File: config.mk
export PLATFORM = sky130hd
export DESIGN_NAME = shot_round_controller
export DESIGN_NICKNAME = d
export VERILOG_FILES = /design/src/rtl/shot_round_controller.sv
export SDC_FILE = /design/constraint.sdc
export NUM_CORES = 1
export LEC_CHECK = 0
export ABC_CLOCK_PERIOD_IN_PS = 3000
export CAP_MARGIN = 0
export CORE_MARGIN = 2
export CORE_UTILIZATION = 25
export DETAILED_ROUTE_END_ITERATION = 10
export GPL_ROUTABILITY_DRIVEN = 1
export PLACE_DENSITY = 0.41
export RECOVER_POWER = 50
export SLEW_MARGIN = 10
export SYNTH_ARGS = -nofsm -noshare
export SYNTH_HDL_FRONTEND = slang
export SYNTH_SLANG_ARGS = --single-unit
File: constraint.sdc
create_clock -name clk -period 3 [get_ports clk]
set_input_delay 0.6 -clock clk [delete_from_list [all_inputs] [get_ports clk]]
set_output_delay 0.6 -clock clk [all_outputs]
set_load 0.05 [all_outputs]
File: src/rtl/shot_round_controller.sv
`default_nettype none
// ============================================================================
// Module   : shot_round_controller
// Purpose  : Game-level sequencer for the shot game. Generates the shared
//            physics tick, debounces the shot button, gates it into the
//            kinematics block, resets the kinematics between shots, judges
//            each shot as a make or a miss from ball screen coordinates and
//            keeps the per-game shot/make tallies.
// Revision : 1.0  initial release
// ----------------------------------------------------------------------------
// Ports
//   clk          in   system clock
//   rst          in   synchronous, active-high reset
//   btn_raw      in   asynchronous shot button
//   ball_x       in   [9:0] ball centre screen x from kinematics
//   ball_y       in   [9:0] ball centre screen y from kinematics (grows down)
//   phys_tick    out  one-clk pulse every TICK_DIV cycles
//   btn_gated    out  debounced button level forwarded to kinematics (AIM only)
//   kin_rst      out  kinematics reset request, level
//   state        out  [2:0] IDLE=0 AIM=1 FLIGHT=2 RESULT=3 GAME_OVER=4
//   shots_taken  out  [4:0] shots launched this game
//   makes        out  [4:0] shots scored this game
//   make_pulse   out  one-clk pulse on make detection
//   miss_pulse   out  one-clk pulse on miss detection
//   game_over    out  high while in GAME_OVER
// ============================================================================
module shot_round_controller #(
  parameter int TICK_DIV           = 1666667,
  parameter int DEBOUNCE_TICKS     = 3,
  parameter int SHOTS_PER_GAME     = 10,
  parameter int SHOT_TIMEOUT_TICKS = 300,
  parameter int RESULT_HOLD_TICKS  = 90,
  parameter int HOOP_X_L           = 610,
  parameter int HOOP_X_R           = 630,
  parameter int HOOP_Y             = 256,
  parameter int BALL_R             = 4
) (
  input  logic       clk,
  input  logic       rst,
  input  logic       btn_raw,
  input  logic [9:0] ball_x,
  input  logic [9:0] ball_y,
  output logic       phys_tick,
  output logic       btn_gated,
  output logic       kin_rst,
  output logic [2:0] state,
  output logic [4:0] shots_taken,
  output logic [4:0] makes,
  output logic       make_pulse,
  output logic       miss_pulse,
  output logic       game_over
);

  // --------------------------------------------------------------------------
  // Derived widths and terminal counts
  // --------------------------------------------------------------------------
  localparam int TICK_W = (TICK_DIV > 1)           ? $clog2(TICK_DIV)           : 1;
  localparam int DB_W   = (DEBOUNCE_TICKS > 1)     ? $clog2(DEBOUNCE_TICKS)     : 1;
  localparam int FT_W   = (SHOT_TIMEOUT_TICKS > 1) ? $clog2(SHOT_TIMEOUT_TICKS) : 1;
  localparam int HT_W   = (RESULT_HOLD_TICKS > 1)  ? $clog2(RESULT_HOLD_TICKS)  : 1;

  localparam logic [TICK_W-1:0] TICK_LAST  = TICK_W'(TICK_DIV - 1);
  localparam logic [DB_W-1:0]   DB_LAST    = DB_W'(DEBOUNCE_TICKS - 1);
  localparam logic [FT_W-1:0]   FT_LAST    = FT_W'(SHOT_TIMEOUT_TICKS - 1);
  localparam logic [HT_W-1:0]   HT_LAST    = HT_W'(RESULT_HOLD_TICKS - 1);
  localparam logic [4:0]        SHOTS_LAST = 5'(SHOTS_PER_GAME);

  // The ball counts as in the hoop only if its whole body clears both rims.
  localparam logic [9:0] X_MIN = 10'(HOOP_X_L + BALL_R);
  localparam logic [9:0] X_MAX = 10'(HOOP_X_R - BALL_R);
  localparam logic [9:0] Y_RIM = 10'(HOOP_Y);

  typedef enum logic [2:0] {
    S_IDLE      = 3'd0,
    S_AIM       = 3'd1,
    S_FLIGHT    = 3'd2,
    S_RESULT    = 3'd3,
    S_GAME_OVER = 3'd4
  } state_t;

  state_t            state_q;
  state_t            state_d;

  logic [TICK_W-1:0] tick_cnt;
  logic              sync_meta;
  logic              sync_out;
  logic              btn_db;
  logic [DB_W-1:0]   db_streak;
  logic [FT_W-1:0]   flight_timer;
  logic [HT_W-1:0]   hold_timer;
  logic [9:0]        prev_y;

  logic              db_flip;
  logic              db_rise;
  logic              db_fall;
  logic              cross_make;
  logic              launch;
  logic              hit;
  logic              miss;
  logic              new_game;

  // --------------------------------------------------------------------------
  // Physics tick: free-running divider, pulse decoded from the terminal count
  // --------------------------------------------------------------------------
  always_ff @(posedge clk) begin
    if (rst) begin
      tick_cnt <= '0;
    end else if (tick_cnt == TICK_LAST) begin
      tick_cnt <= '0;
    end else begin
      tick_cnt <= tick_cnt + TICK_W'(1);
    end
  end

  assign phys_tick = (tick_cnt == TICK_LAST);

  // --------------------------------------------------------------------------
  // Button path: 2-flop synchronizer, then a tick-sampled streak debouncer
  // --------------------------------------------------------------------------
  always_ff @(posedge clk) begin
    if (rst) begin
      sync_meta <= 1'b0;
      sync_out  <= 1'b0;
    end else begin
      sync_meta <= btn_raw;
      sync_out  <= sync_meta;
    end
  end

  // The FSM reacts to the debounced edge on the same tick the level flips,
  // so the edges are decoded from the flip condition, not from a delayed copy.
  assign db_flip = phys_tick && (sync_out != btn_db) && (db_streak == DB_LAST);
  assign db_rise = db_flip && !btn_db;
  assign db_fall = db_flip &&  btn_db;

  always_ff @(posedge clk) begin
    if (rst) begin
      btn_db    <= 1'b0;
      db_streak <= '0;
    end else if (phys_tick) begin
      if (sync_out != btn_db) begin
        if (db_streak == DB_LAST) begin
          btn_db    <= sync_out;
          db_streak <= '0;
        end else begin
          db_streak <= db_streak + DB_W'(1);
        end
      end else begin
        // Any agreeing sample breaks the streak.
        db_streak <= '0;
      end
    end
  end

  // --------------------------------------------------------------------------
  // Make judgement: downward crossing of the rim line inside the hoop window
  // --------------------------------------------------------------------------
  assign cross_make = (prev_y < Y_RIM) && (ball_y >= Y_RIM) &&
                      (ball_x >= X_MIN) && (ball_x <= X_MAX);

  // --------------------------------------------------------------------------
  // Round FSM
  // --------------------------------------------------------------------------
  always_ff @(posedge clk) begin
    if (rst) begin
      state_q <= S_IDLE;
    end else begin
      state_q <= state_d;
    end
  end

  always_comb begin
    state_d   = state_q;
    kin_rst   = 1'b1;
    btn_gated = 1'b0;
    game_over = 1'b0;
    launch    = 1'b0;
    hit       = 1'b0;
    miss      = 1'b0;
    new_game  = 1'b0;
    case (state_q)
      S_IDLE: begin
        if (db_rise) begin
          state_d = S_AIM;
        end
      end
      S_AIM: begin
        kin_rst   = 1'b0;
        btn_gated = btn_db;
        if (db_fall) begin
          state_d = S_FLIGHT;
          launch  = 1'b1;
        end
      end
      S_FLIGHT: begin
        kin_rst = 1'b0;
        if (phys_tick) begin
          // A make on the timeout tick still counts as a make.
          if (cross_make) begin
            hit     = 1'b1;
            state_d = S_RESULT;
          end else if (flight_timer == FT_LAST) begin
            miss    = 1'b1;
            state_d = S_RESULT;
          end
        end
      end
      S_RESULT: begin
        if (phys_tick && (hold_timer == HT_LAST)) begin
          state_d = (shots_taken == SHOTS_LAST) ? S_GAME_OVER : S_IDLE;
        end
      end
      S_GAME_OVER: begin
        game_over = 1'b1;
        // The press that starts a new game is consumed here; IDLE needs
        // a fresh rising edge before a shot can begin.
        if (db_rise) begin
          new_game = 1'b1;
          state_d  = S_IDLE;
        end
      end
      default: begin
        state_d = S_IDLE;
      end
    endcase
  end

  assign state = state_q;

  // --------------------------------------------------------------------------
  // Shot datapath: tallies, flight/hold timers, previous-y sample, pulses
  // --------------------------------------------------------------------------
  always_ff @(posedge clk) begin
    if (rst) begin
      shots_taken  <= '0;
      makes        <= '0;
      flight_timer <= '0;
      hold_timer   <= '0;
      prev_y       <= '0;
      make_pulse   <= 1'b0;
      miss_pulse   <= 1'b0;
    end else begin
      make_pulse <= hit;
      miss_pulse <= miss;

      if (launch) begin
        shots_taken  <= shots_taken + 5'd1;
        flight_timer <= '0;
        prev_y       <= ball_y;
      end else if ((state_q == S_FLIGHT) && phys_tick) begin
        flight_timer <= flight_timer + FT_W'(1);
        prev_y       <= ball_y;
      end

      if (hit || miss) begin
        hold_timer <= '0;
      end else if ((state_q == S_RESULT) && phys_tick) begin
        hold_timer <= hold_timer + HT_W'(1);
      end

      if (hit) begin
        makes <= makes + 5'd1;
      end

      if (new_game) begin
        shots_taken <= '0;
        makes       <= '0;
      end
    end
  end

endmodule
`default_nettype wire

==> run summary <==
result of the run = finished, final reports clean
number of distinct standard cells referenced by the synthesized netlist = 46
end-of-flow core utilization = 33.26%
summed instance area of the synthesized netlist = 2833 µm²
Layout Skew = 0.009659 ns
total wirelength of the detailed-routed design = 6.398 mm
proportion of power drawn by flip-flops and latches = 40.9%
final standard cell area without fillers = 3637 µm²
cell count of the worst reg-to-reg path = 7
number of placed instances with taps included = 494
die span in y = 110.4 µm
diode insertion count for antenna repair = 0
Fillers = 1,155
kind of critical path = reg2out
final setup slack of the worst path = 0.3109 ns
number of CTS-inserted buffers = 9
antenna violations before repair = 0
full die area = 12,200 µm²
placer's final routability congestion estimate = 0.6907
via count of the first global-routing pass = 2,232
number of setup buffers added after CTS = 0
Tightest Pin Transition = 0.9477 ns
number of standard-cell rows in the floorplan = 38
internal portion of total power = 1.548 mW
number of hold buffers added after cts = 0
DR WL/cell = 12.55 µm
Max-cap violations = 0
TritonCTS clock tree = built
Detailed Routing Iterations Pass 1 = 4
sequential-to-total area share from yosys stat = 41.70%
worst hold path cell count = 1
# setup viols final = 0
Yosys Warn Count = 0
deepest clock path buffer count = 2
required arrival time at the worst endpoint = 2.40 ns
min-delay worst type = reg2reg
number of pins with negative max-slew slack in the final report = 0
share of final-layout standard cells stronger than drive strength 1 = 8.108%
PostCTS Resize Cnt = 0
Tot Pwr = 1.943 mW
share of flip-flops with an asynchronous set or reset after synthesis = 0%
area growth from synthesis to layout = 28.40%
total net switching power = 394.7 µW
quantity of I/O buffers inserted on ports = 33
final HPWL from detailed placement = 4.693 mm
1st-iter DRT viols = 61
number of clock sinks = 59
core region area = 10,940 µm²
Clock Tree Root = clkbuf_16
final-layout setup total negative slack = 0 ns
final hold violations = 0
startpoint class of the critical path = register
IR drop worst, VDD = 0.0002676 V
number of top-level pins = 42
vias after detailed routing = 2,284
top fanout value on the critical path = 6
Worst slew margin = 36.82%
Avg Vias per Cell = 4.478
CP Capture Type = output pin
number of cells in the finished layout apart from fillers = 510
placed standard-cell area = 3338 µm²
post-placement worst setup slack = 0.3760 ns
P_leak = 1.289 nW
number of standard cells after synthesis = 325
arrival time of the worst setup path = 2.09 ns
FF+latch count, synth = 59
global router's overall resource usage = 11.36%
unrepaired setup endpoints after global routing = no
die extent in x = 110.4 µm
post-route clock period utilization = 89.64%
total DRC errors in the routed layout = 0
effective utilization at floorplan = 25.90%
total nets after synthesis = 356
average cell area after synthesis = 8.716 µm²
commonest register cell after synthesis = dfxtp_1
level count of the clock H-tree = 3
Final #Nets = 396
highest clock frequency the design can meet = 0.3719 GHz
final worst path period need = 2.689 ns
pin count of the biggest net entering global routing = 22
proportion of power drawn by the clock network = 56.6%
number of nets with antenna violations after routing = 0
clock network latency to the later pin of the worst-skew pair = 0.33 ns
power share of the combinational group = 2.6%
Power per Cell Area = 534.2 nW/µm²
Net Sw Frac = 20.32%
total gr overflow = 0
Post-Route Hold Slack = 0.4425 ns
first-pass GRT wire length = 11.06 mm
number of enable-type register cells in the synthesized netlist = 0
register clock-pin slew on the reported worst setup and hold paths = 0.05 ns
==> state kept, by name (all words and copies together) (netlist names) <==
name          count
sync_out          1
sync_meta         1
prev_y            2
hold_timer        7
tick_cnt         21
flight_timer      9
state             3
btn_db            1
makes             5
miss_pulse        1
make_pulse        1
shots_taken       5
db_streak         2
==> logic make-up (layout without fill, tap and decap cells) <==
family          after synthesis  in the layout  synth area share (%)
buf+inv                      19             64                 2.783
flops                        59             59                 41.70
compound gates               26             26                 6.317
fa+ha+maj                     8              8                 3.534
xor+xnor                     40             40                 12.37
simple gates                171            171                 32.60
mux                           2              2                0.7067
==> cell type report <==
class,instances,area (µm²),share of cell area (%)
clock buffers,13,280.3,7.706
clock inverters,3,43.79,1.204
inverters,10,37.54,1.032
multi-input cells,247,1558,42.83
flip-flops and latches,59,1181,32.47
well taps,140,175.2,4.816
repair buffers,38,361.6,9.942
==> Yosys cell counts (4+ instances only) <==
cell	n	area [µm²]
or3_1	4	25.02
dfxtp_1	59	1181
and3_1	7	43.79
o21ai_0	4	20.02
clkbuf_1	5	18.77
nand2b_1	7	43.79
nor3_1	11	55.05
a21oi_1	12	60.06
nand2_1	27	101.4
inv_1	10	37.54
nor4bb_1	4	40.04
nand4_1	6	37.54
ha_1	8	100.1
nor2_1	59	221.5
xnor2_1	23	201.4
nand3_1	20	100.1
xor2_1	17	148.9
==> worst max-delay path: stages, from the launching register on <==
cell and delay, ns:
dfxtp_1 0.43, inv_1 0.14, nor3_1 0.30, clkdlybuf4s50_1 0.88
==> cells in the final DEF (no fill, tap or decap), types with 3 or more instances in the layout <==
master           count
or3_1                4
clkdlybuf4s50_1     24
dlygate4sd3_1        8
nand4_1              7
dfxtp_1             59
and3_1               7
inv_1               10
nor4bb_1             3
nand2b_1             7
xor2_1              17
buf_4                5
ha_1                 8
nor2_1              59
a21oi_1             12
nor2b_1              3
nand2_1             27
nand3_1             20
clkbuf_8             4
xnor2_1             23
o21ai_0              4
clkbuf_16            9
nor3_1              11
==> metal layers <==
metal | up-vias | track usage [%] | routed length (µm)
met2 | 22 | 18.00 | 3021
met1 | 1063 | 13.84 | 3070
met5 | - | 0 | 0
met4 | 0 | 5.750 | 151
li1 | 1191 | - | -
met3 | 8 | 3.622 | 155
==> path summary, 6_finish.rpt <==
kind,startpoint,endpoint,slack [ns]
max reg2reg,tick_cnt[1],tick_cnt[10],0.69
max,state[2],game_over,0.31
min,sync_meta,sync_out,0.44
min reg2reg,sync_meta,sync_out,0.44
==> power by group through the flow <==
stage | Combinational (mW) | Clock (mW) | Sequential (mW)
finish | 0.0500 | 1.10 | 0.794
global route | 0.0558 | 1.16 | 0.794
CTS | 0.0525 | 1.13 | 0.793
detailed placement | 0.0525 | 0 | 0.810
global placement | 0.0522 | 0 | 0.810
floorplan | 0.0247 | 0 | 0.809
(Power assumes the default switching activity.)
